**src/rtl/game_round_sequencer_if.sv**
```systemverilog
// Signal bundle between the game round sequencer and its surroundings
// (coin acceptor, master-pattern loader, guess grader).
// The optional grade_err signal exists only when GRADE_TIMEOUT_EN is defined.
//
// Handshake rules:
//   load_shape_now -> load_shape_en: each accepted pulse yields one write-enable pulse.
//   grade_req / grade_done: grade_req rises on guess submission and stays high
//   until grade_done is sampled high (or the optional watchdog expires).
//   grade_done is a 1-cycle pulse and is ignored unless a grade is outstanding.
interface game_round_sequencer_if;
  logic       coin_credit;
  logic       start_game;
  logic       load_shape_now;
  logic [1:0] shape_location;
  logic       grade_it;
  logic       grade_done;
  logic       game_won_in;
  logic [3:0] num_games;
  logic [3:0] round_number;
  logic       clear_game;
  logic       load_shape_en;
  logic [1:0] load_loc;
  logic       load_guess;
  logic       grade_req;
  logic       game_won;
  logic       game_over;
`ifdef GRADE_TIMEOUT_EN
  logic       grade_err;
`endif

  // Sequencer side
  modport master (
    input  coin_credit, start_game, load_shape_now, shape_location,
           grade_it, grade_done, game_won_in,
    output num_games, round_number, clear_game, load_shape_en, load_loc,
           load_guess, grade_req, game_won, game_over
`ifdef GRADE_TIMEOUT_EN
    , output grade_err
`endif
  );

  // Environment side
  modport slave (
    output coin_credit, start_game, load_shape_now, shape_location,
           grade_it, grade_done, game_won_in,
    input  num_games, round_number, clear_game, load_shape_en, load_loc,
           load_guess, grade_req, game_won, game_over
`ifdef GRADE_TIMEOUT_EN
    , input grade_err
`endif
  );
endinterface

```
**src/rtl/game_round_sequencer.sv**
```systemverilog
// Top-level controller for the Mastermind-style game: banks credits, starts a
// game, sequences loading of the 4-slot master pattern, issues one grade
// request per guess, counts rounds and declares won/lost.
// Optional feature macro: GRADE_TIMEOUT_EN adds a grade watchdog and grade_err.
// Every output is a flop, so an event sampled at an edge shows up right after it.
module game_round_sequencer #(
  parameter int MAX_ROUNDS     = 8,
  parameter int MAX_CREDITS    = 7,
  parameter int TIMEOUT_CYCLES = 16
) (
  input  logic                          clock,
  input  logic                          reset_n,
  game_round_sequencer_if.master        bus,
  output logic [2:0]                    dbg_state
);

  typedef enum logic [2:0] {
    ST_IDLE  = 3'd0,
    ST_LOAD  = 3'd1,
    ST_PLAY  = 3'd2,
    ST_GRADE = 3'd3,
    ST_WON   = 3'd4,
    ST_LOST  = 3'd5
  } state_t;

  localparam logic [3:0] MAX_R = 4'(MAX_ROUNDS);
  localparam logic [3:0] MAX_C = 4'(MAX_CREDITS);

  // Elaboration-time range check of the configuration
  if (MAX_ROUNDS < 1 || MAX_ROUNDS > 15 || MAX_CREDITS < 1 || MAX_CREDITS > 15 ||
      TIMEOUT_CYCLES < 1) begin : g_bad_param
    $error("game_round_sequencer: parameter out of range");
  end

  state_t     state_q, state_d;
  logic [3:0] num_games_q, num_games_d;
  logic [3:0] round_q, round_d;
  logic [3:0] mask_q, mask_d;
  logic       grade_it_prev_q, grade_it_prev_d;
  logic       clear_game_q, clear_game_d;
  logic       load_shape_en_q, load_shape_en_d;
  logic [1:0] load_loc_q, load_loc_d;
  logic       load_guess_q, load_guess_d;
  logic       grade_req_q, grade_req_d;
  logic       game_won_q, game_won_d;
  logic       game_over_q, game_over_d;

`ifdef GRADE_TIMEOUT_EN
  localparam int          TO_W   = $clog2(TIMEOUT_CYCLES + 1);
  localparam logic [TO_W-1:0] TO_LAST = TO_W'(TIMEOUT_CYCLES - 1);
  logic [TO_W-1:0] to_cnt_q, to_cnt_d;
  logic            grade_err_q, grade_err_d;
`endif

  logic       submit;
  logic       start_ok;
  logic [3:0] round_inc;
  logic [3:0] mask_next;

  // Next-state, credit, round and output computation
  always_comb begin
    state_d         = state_q;
    num_games_d     = num_games_q;
    round_d         = round_q;
    mask_d          = mask_q;
    grade_it_prev_d = bus.grade_it;
    clear_game_d    = 1'b0;
    load_shape_en_d = 1'b0;
    load_loc_d      = load_loc_q;
    load_guess_d    = 1'b0;
    grade_req_d     = grade_req_q;
`ifdef GRADE_TIMEOUT_EN
    to_cnt_d        = to_cnt_q;
    grade_err_d     = 1'b0;
`endif

    // A guess is submitted only on the rising edge of the player's level
    submit    = bus.grade_it && !grade_it_prev_q;
    round_inc = round_q + 4'd1;
    mask_next = mask_q | (4'b0001 << bus.shape_location);
    start_ok  = (state_q == ST_IDLE || state_q == ST_WON || state_q == ST_LOST) &&
                bus.start_game && (num_games_q != 4'd0);

    // A start consumes one credit; a coin in the same cycle refills it, which
    // also keeps a saturated counter at MAX_C without overflowing.
    if (start_ok) begin
      num_games_d = num_games_q - 4'd1 + {3'd0, bus.coin_credit};
    end else if (bus.coin_credit && num_games_q < MAX_C) begin
      num_games_d = num_games_q + 4'd1;
    end

    unique case (state_q)
      ST_IDLE, ST_WON, ST_LOST: begin
        if (start_ok) begin
          state_d      = ST_LOAD;
          clear_game_d = 1'b1;
          round_d      = 4'd0;
          mask_d       = 4'd0;
        end
      end
      ST_LOAD: begin
        if (bus.load_shape_now) begin
          load_shape_en_d = 1'b1;
          load_loc_d      = bus.shape_location;
          mask_d          = mask_next;
          if (mask_next == 4'hF) state_d = ST_PLAY;
        end
      end
      ST_PLAY: begin
        if (submit) begin
          load_guess_d = 1'b1;
          grade_req_d  = 1'b1;
          state_d      = ST_GRADE;
`ifdef GRADE_TIMEOUT_EN
          to_cnt_d     = '0;
`endif
        end
      end
      ST_GRADE: begin
        if (bus.grade_done) begin
          grade_req_d = 1'b0;
          round_d     = round_inc;
          if (bus.game_won_in)       state_d = ST_WON;
          else if (round_inc == MAX_R) state_d = ST_LOST;
          else                       state_d = ST_PLAY;
        end
`ifdef GRADE_TIMEOUT_EN
        else if (to_cnt_q == TO_LAST) begin
          grade_req_d = 1'b0;
          grade_err_d = 1'b1;
          state_d     = ST_PLAY;
        end else begin
          to_cnt_d = to_cnt_q + 1'b1;
        end
`endif
      end
      default: state_d = ST_IDLE;
    endcase

    game_won_d  = (state_d == ST_WON);
    game_over_d = (state_d == ST_WON) || (state_d == ST_LOST);
  end

  // State and output registers with synchronous active-low reset
  always_ff @(posedge clock) begin
    if (!reset_n) begin
      state_q         <= ST_IDLE;
      num_games_q     <= 4'd0;
      round_q         <= 4'd0;
      mask_q          <= 4'd0;
      grade_it_prev_q <= 1'b0;
      clear_game_q    <= 1'b0;
      load_shape_en_q <= 1'b0;
      load_loc_q      <= 2'd0;
      load_guess_q    <= 1'b0;
      grade_req_q     <= 1'b0;
      game_won_q      <= 1'b0;
      game_over_q     <= 1'b0;
`ifdef GRADE_TIMEOUT_EN
      to_cnt_q        <= '0;
      grade_err_q     <= 1'b0;
`endif
    end else begin
      state_q         <= state_d;
      num_games_q     <= num_games_d;
      round_q         <= round_d;
      mask_q          <= mask_d;
      grade_it_prev_q <= grade_it_prev_d;
      clear_game_q    <= clear_game_d;
      load_shape_en_q <= load_shape_en_d;
      load_loc_q      <= load_loc_d;
      load_guess_q    <= load_guess_d;
      grade_req_q     <= grade_req_d;
      game_won_q      <= game_won_d;
      game_over_q     <= game_over_d;
`ifdef GRADE_TIMEOUT_EN
      to_cnt_q        <= to_cnt_d;
      grade_err_q     <= grade_err_d;
`endif
    end
  end

  assign bus.num_games     = num_games_q;
  assign bus.round_number  = round_q;
  assign bus.clear_game    = clear_game_q;
  assign bus.load_shape_en = load_shape_en_q;
  assign bus.load_loc      = load_loc_q;
  assign bus.load_guess    = load_guess_q;
  assign bus.grade_req     = grade_req_q;
  assign bus.game_won      = game_won_q;
  assign bus.game_over     = game_over_q;
`ifdef GRADE_TIMEOUT_EN
  assign bus.grade_err     = grade_err_q;
`endif
  assign dbg_state         = state_q;

endmodule

```
**src/flat_wrapper.sv**
```systemverilog
// flat-port wrapper written by rule: the top's interface ports become plain ports
module game_round_sequencer_flat 
#(
  parameter int MAX_ROUNDS     = 8,
  parameter int MAX_CREDITS    = 7,
  parameter int TIMEOUT_CYCLES = 16
)
  (clock, reset_n, dbg_state, bus_coin_credit, bus_start_game, bus_load_shape_now, bus_shape_location, bus_grade_it, bus_grade_done, bus_game_won_in, bus_num_games, bus_round_number, bus_clear_game, bus_load_shape_en, bus_load_loc, bus_load_guess, bus_grade_req, bus_game_won, bus_game_over);
  game_round_sequencer_if bus_i ();
  input  logic clock;
  input  logic reset_n;
  output logic [2:0] dbg_state;
  input wire logic [$bits(bus_i.coin_credit)-1:0] bus_coin_credit;
  input wire logic [$bits(bus_i.start_game)-1:0] bus_start_game;
  input wire logic [$bits(bus_i.load_shape_now)-1:0] bus_load_shape_now;
  input wire logic [$bits(bus_i.shape_location)-1:0] bus_shape_location;
  input wire logic [$bits(bus_i.grade_it)-1:0] bus_grade_it;
  input wire logic [$bits(bus_i.grade_done)-1:0] bus_grade_done;
  input wire logic [$bits(bus_i.game_won_in)-1:0] bus_game_won_in;
  output wire logic [$bits(bus_i.num_games)-1:0] bus_num_games;
  output wire logic [$bits(bus_i.round_number)-1:0] bus_round_number;
  output wire logic [$bits(bus_i.clear_game)-1:0] bus_clear_game;
  output wire logic [$bits(bus_i.load_shape_en)-1:0] bus_load_shape_en;
  output wire logic [$bits(bus_i.load_loc)-1:0] bus_load_loc;
  output wire logic [$bits(bus_i.load_guess)-1:0] bus_load_guess;
  output wire logic [$bits(bus_i.grade_req)-1:0] bus_grade_req;
  output wire logic [$bits(bus_i.game_won)-1:0] bus_game_won;
  output wire logic [$bits(bus_i.game_over)-1:0] bus_game_over;
  assign bus_i.coin_credit = bus_coin_credit;
  assign bus_i.start_game = bus_start_game;
  assign bus_i.load_shape_now = bus_load_shape_now;
  assign bus_i.shape_location = bus_shape_location;
  assign bus_i.grade_it = bus_grade_it;
  assign bus_i.grade_done = bus_grade_done;
  assign bus_i.game_won_in = bus_game_won_in;
  assign bus_num_games = bus_i.num_games;
  assign bus_round_number = bus_i.round_number;
  assign bus_clear_game = bus_i.clear_game;
  assign bus_load_shape_en = bus_i.load_shape_en;
  assign bus_load_loc = bus_i.load_loc;
  assign bus_load_guess = bus_i.load_guess;
  assign bus_grade_req = bus_i.grade_req;
  assign bus_game_won = bus_i.game_won;
  assign bus_game_over = bus_i.game_over;
  game_round_sequencer #(.MAX_ROUNDS(MAX_ROUNDS), .MAX_CREDITS(MAX_CREDITS), .TIMEOUT_CYCLES(TIMEOUT_CYCLES)) u_core (.clock(clock), .reset_n(reset_n), .bus(bus_i), .dbg_state(dbg_state));
endmodule
```
**config.mk**
```make
export PLATFORM = sky130hd
export DESIGN_NAME = game_round_sequencer_flat
export DESIGN_NICKNAME = d
export VERILOG_FILES = /design/src/rtl/game_round_sequencer_if.sv /design/src/rtl/game_round_sequencer.sv /design/src/flat_wrapper.sv
export SDC_FILE = /design/constraint.sdc
export NUM_CORES = 1
export LEC_CHECK = 0
export ABC_AREA = 1
export CAP_MARGIN = 10
export CORE_MARGIN = 2
export CORE_UTILIZATION = 49
export CTS_CLUSTER_SIZE = 8
export DETAILED_ROUTE_END_ITERATION = 7
export PLACE_DENSITY_LB_ADDON = 0.05
export SYNTH_ARGS = -nofsm -noshare
export SYNTH_HDL_FRONTEND = slang
export SYNTH_SLANG_ARGS = --single-unit
export TNS_END_PERCENT = 1
```
**constraint.sdc**
```tcl
create_clock -name clock -period 1.66 [get_ports clock]
set_clock_uncertainty 0.1 [all_clocks]
set_input_delay 0.249 -clock clock [delete_from_list [all_inputs] [get_ports clock]]
set_output_delay 0.249 -clock clock [all_outputs]
set_load 0.02 [all_outputs]
```
==> flow_summary.toml <==
[timing]
post-route-min-period_ps = 1598
fmax_mhz = 626.0
tightest_slew_ps = 228.8
timing.final.crit_share_pct = 96.24
setup_viol = 0
maxSlewHeadroom_pct = 84.75
hold_viol = 0
setup_slack_ps = 62.43
slew_viol_final = 0

[run_status]
status = "completed"

[die]
die_area_um2 = 2968
start_util_pct = 50.87
die_h_um = 54.48
die_width_um = 54.48
io_pins = 29
row_count = 18
core_um2 = 2455

[worst_setup_path]
r2r_slack_ps = 110
arrival_ps = 1250
startpoint_type = "register"
slowest_delay_ps = 600
reg2regPathDepth = 9
crit_buf_inv = 1
path_max_fanout = 2
cp_data_required_time_ps = 1310
r2r-start = "u_core.bus.num_games[0]"
path_cells = "clkdlybuf4s50_1"
reg2reg_to = "u_core.mask_q[1]"
path_class = "register to primary output"
cp-end-kind = "primary output"
critPathTopFamily = "buffers and inverters"
cpMaxStageDelayCell = "clkdlybuf4s50_1"

[synth]
ys_ff_latch = 24
yosys_warnings = 0
synthDistinctLibCells = 26
avgSynthCellArea_um2 = 7.477
synth_edf_count = 0
netlist_area_um2 = 1249
synth-async-reset-ratio_pct = 0
synthFlopType = "dfxtp_1"
mappedNetlistNets = 182
synth_seq_area_share_pct = 38.48
synth_cells = 167

[min_path]
min_delay_path_depth = 3
min_path_type = "primary input to register"
min_to = "u_core.grade_it_prev_q"
hp-start = "bus_grade_it"

[pwr]
p_per_area_nw_per_um2 = 1280
p_total_mw = 2.068
ir_drop_uv = 896.6
p_leak_nw = 0.8286

[cts]
clkTransAtPathRegs_ps = 130
cts_tree = "built"
root_buffer = "clkbuf_4"
clockBufferDepth = 2
cts_max_level = 1
cts_buffers = 3
clkSinkCount = 24
clock_latency_ps = 310

[drt]
wl_met2_um = 1199
drtIter0Drc = 33
drcViolationCount = 0
drt-wirelength-per-cell_um = 11.13
routed-wl-met3_um = 115
top_layer = "met4"
antenna_left = 0
totalWireLength_um = 2571
avgViaCountPerCell = 4.961
firstDrtPassIters = 4
num_vias = 1146
wl_met1_um = 1241

[placement]
hpwl_um = 1938
placed_area_um2 = 1584
preCtsSetupSlack_ps = -12.57
port_buffers = 28
globalplace.congestion = 0.8441

[run]
max-cap-violations = 0

[layout]
final_cell_area_um2 = 1615
layout-drive-gt1-share_pct = 18.41
area_growth_syn_to_layout_pct = 29.36
fin_nets = 218
most-common-layout-cells = "nand2_1, dfxtp_1, nor2_1"
diodes = 0
final_common_cell = "nand2_1"

[global_routing]
grt_pass1_vias = 964
grt_overflow = 0
grt_max_degree = 15
track_usage_pct = 18.68
antenna_found_initial = 0
grt_pass1_wl_um = 4050
==> sequential cells by signal (all words and copies together) (netlist names) <==
register / count
u_core.bus.clear_game: 1
u_core.bus.grade_req: 1
u_core.bus.num_games: 4
u_core.bus.load_loc: 2
u_core.mask_q: 4
u_core.bus.game_won: 1
u_core.bus.game_over: 1
u_core.dbg_state: 3
u_core.bus.load_guess: 1
u_core.grade_it_prev_q: 1
u_core.bus.load_shape_en: 1
u_core.bus.round_number: 4
==> metrics by stage <==
| stage | hold slack, ps | cells | util (%) | TNS, ps |
|---|---|---|---|---|
| 2_1_floorplan | 242.5 | 167 | - | 0 |
| 3_3_place_gp | 368.2 | 227 | 64.53 | 0 |
| 5_1_grt | 395.0 | 231 | 65.80 | -20.36 |
| 3_5_place_dp | 374.0 | 227 | 64.53 | -12.57 |
| 4_1_cts | 377.6 | 230 | 64.88 | 0 |
| 6_report | 391.7 | 231 | 65.80 | 0 |
==> layer usage <==
metal,track usage [%],vias to the layer above
li1,-,602
met1,26.36,515
met4,6.667,0
met3,2.459,2
met5,0,-
met2,29.12,27
==> timing repair <==
action,4_1_cts,5_1_grt
hold buffers,0,0
resized for setup,11,6
pin swaps,0,2
endpoints found under the setup margin,11,7
buffers inserted,0,1
==> worst max-delay path by stage <==
stage | depth (start not counted) | slack, ps | to | start
6_report | 1 | 60 | bus_load_loc[0] | u_core.bus.load_loc[0]
5_1_grt | 9 | -20 | u_core.mask_q[3] | u_core.bus.num_games[0]
4_1_cts | 1 | 30 | bus_grade_req | u_core.bus.grade_req
3_5_place_dp | 6 | -10 | u_core.bus.num_games[1] | bus_coin_credit
3_3_place_gp | 6 | 10 | u_core.bus.num_games[1] | bus_coin_credit
2_1_floorplan | 8 | 70 | u_core.bus.num_games[2] | u_core.bus.num_games[0]
==> tightest hold or removal path, cell delays in order <==
cell	delay, ps
clkdlybuf4s50_1	430
nand2_1	70
inv_1	30
==> cell type report <==
class	count	area (µm²)
clock buffer	3	22.52
fill	226	839.6
inverter	26	107.6
multi-input combinational	116	664.4
sequential	24	481.7
tap	30	37.54
timing repair buffer	32	301.5
==> synth_stat cells, types with 2 or more instances <==
master,instances,area [µm²]
nand2_1,31,116.4
dfxtp_1,24,480.5
nor2_1,19,71.32
inv_1,18,67.56
a21oi_1,16,80.08
nand3_1,10,50.05
o21ai_0,6,30.03
ha_1,5,62.56
inv_2,5,18.77
nand2_2,5,31.28
o21ai_1,5,25.02
nand2_4,4,45.04
nor2_4,4,45.04
inv_4,2,12.51
nand3_2,2,20.02
==> cells by family after synthesis <==
logic type               after synthesis  share of synthesized area [%]
XOR/XNOR                               1                         0.7015
adder cells (fa/ha/maj)                5                          5.010
AND/OR/NAND/NOR                       79                          33.37
buffers and inverters                 27                          9.017
AO/OA/AOI/OAI                         31                          13.43
flip-flops                            24                          38.48
==> report_power, final <==
part / switching, mW / internal [mW]
Clock: 0.171 / 0.0848
Sequential: 0.0833 / 0.696
Combinational: 0.634 / 0.400
Note: power is estimated with default switching activity, not from simulation.
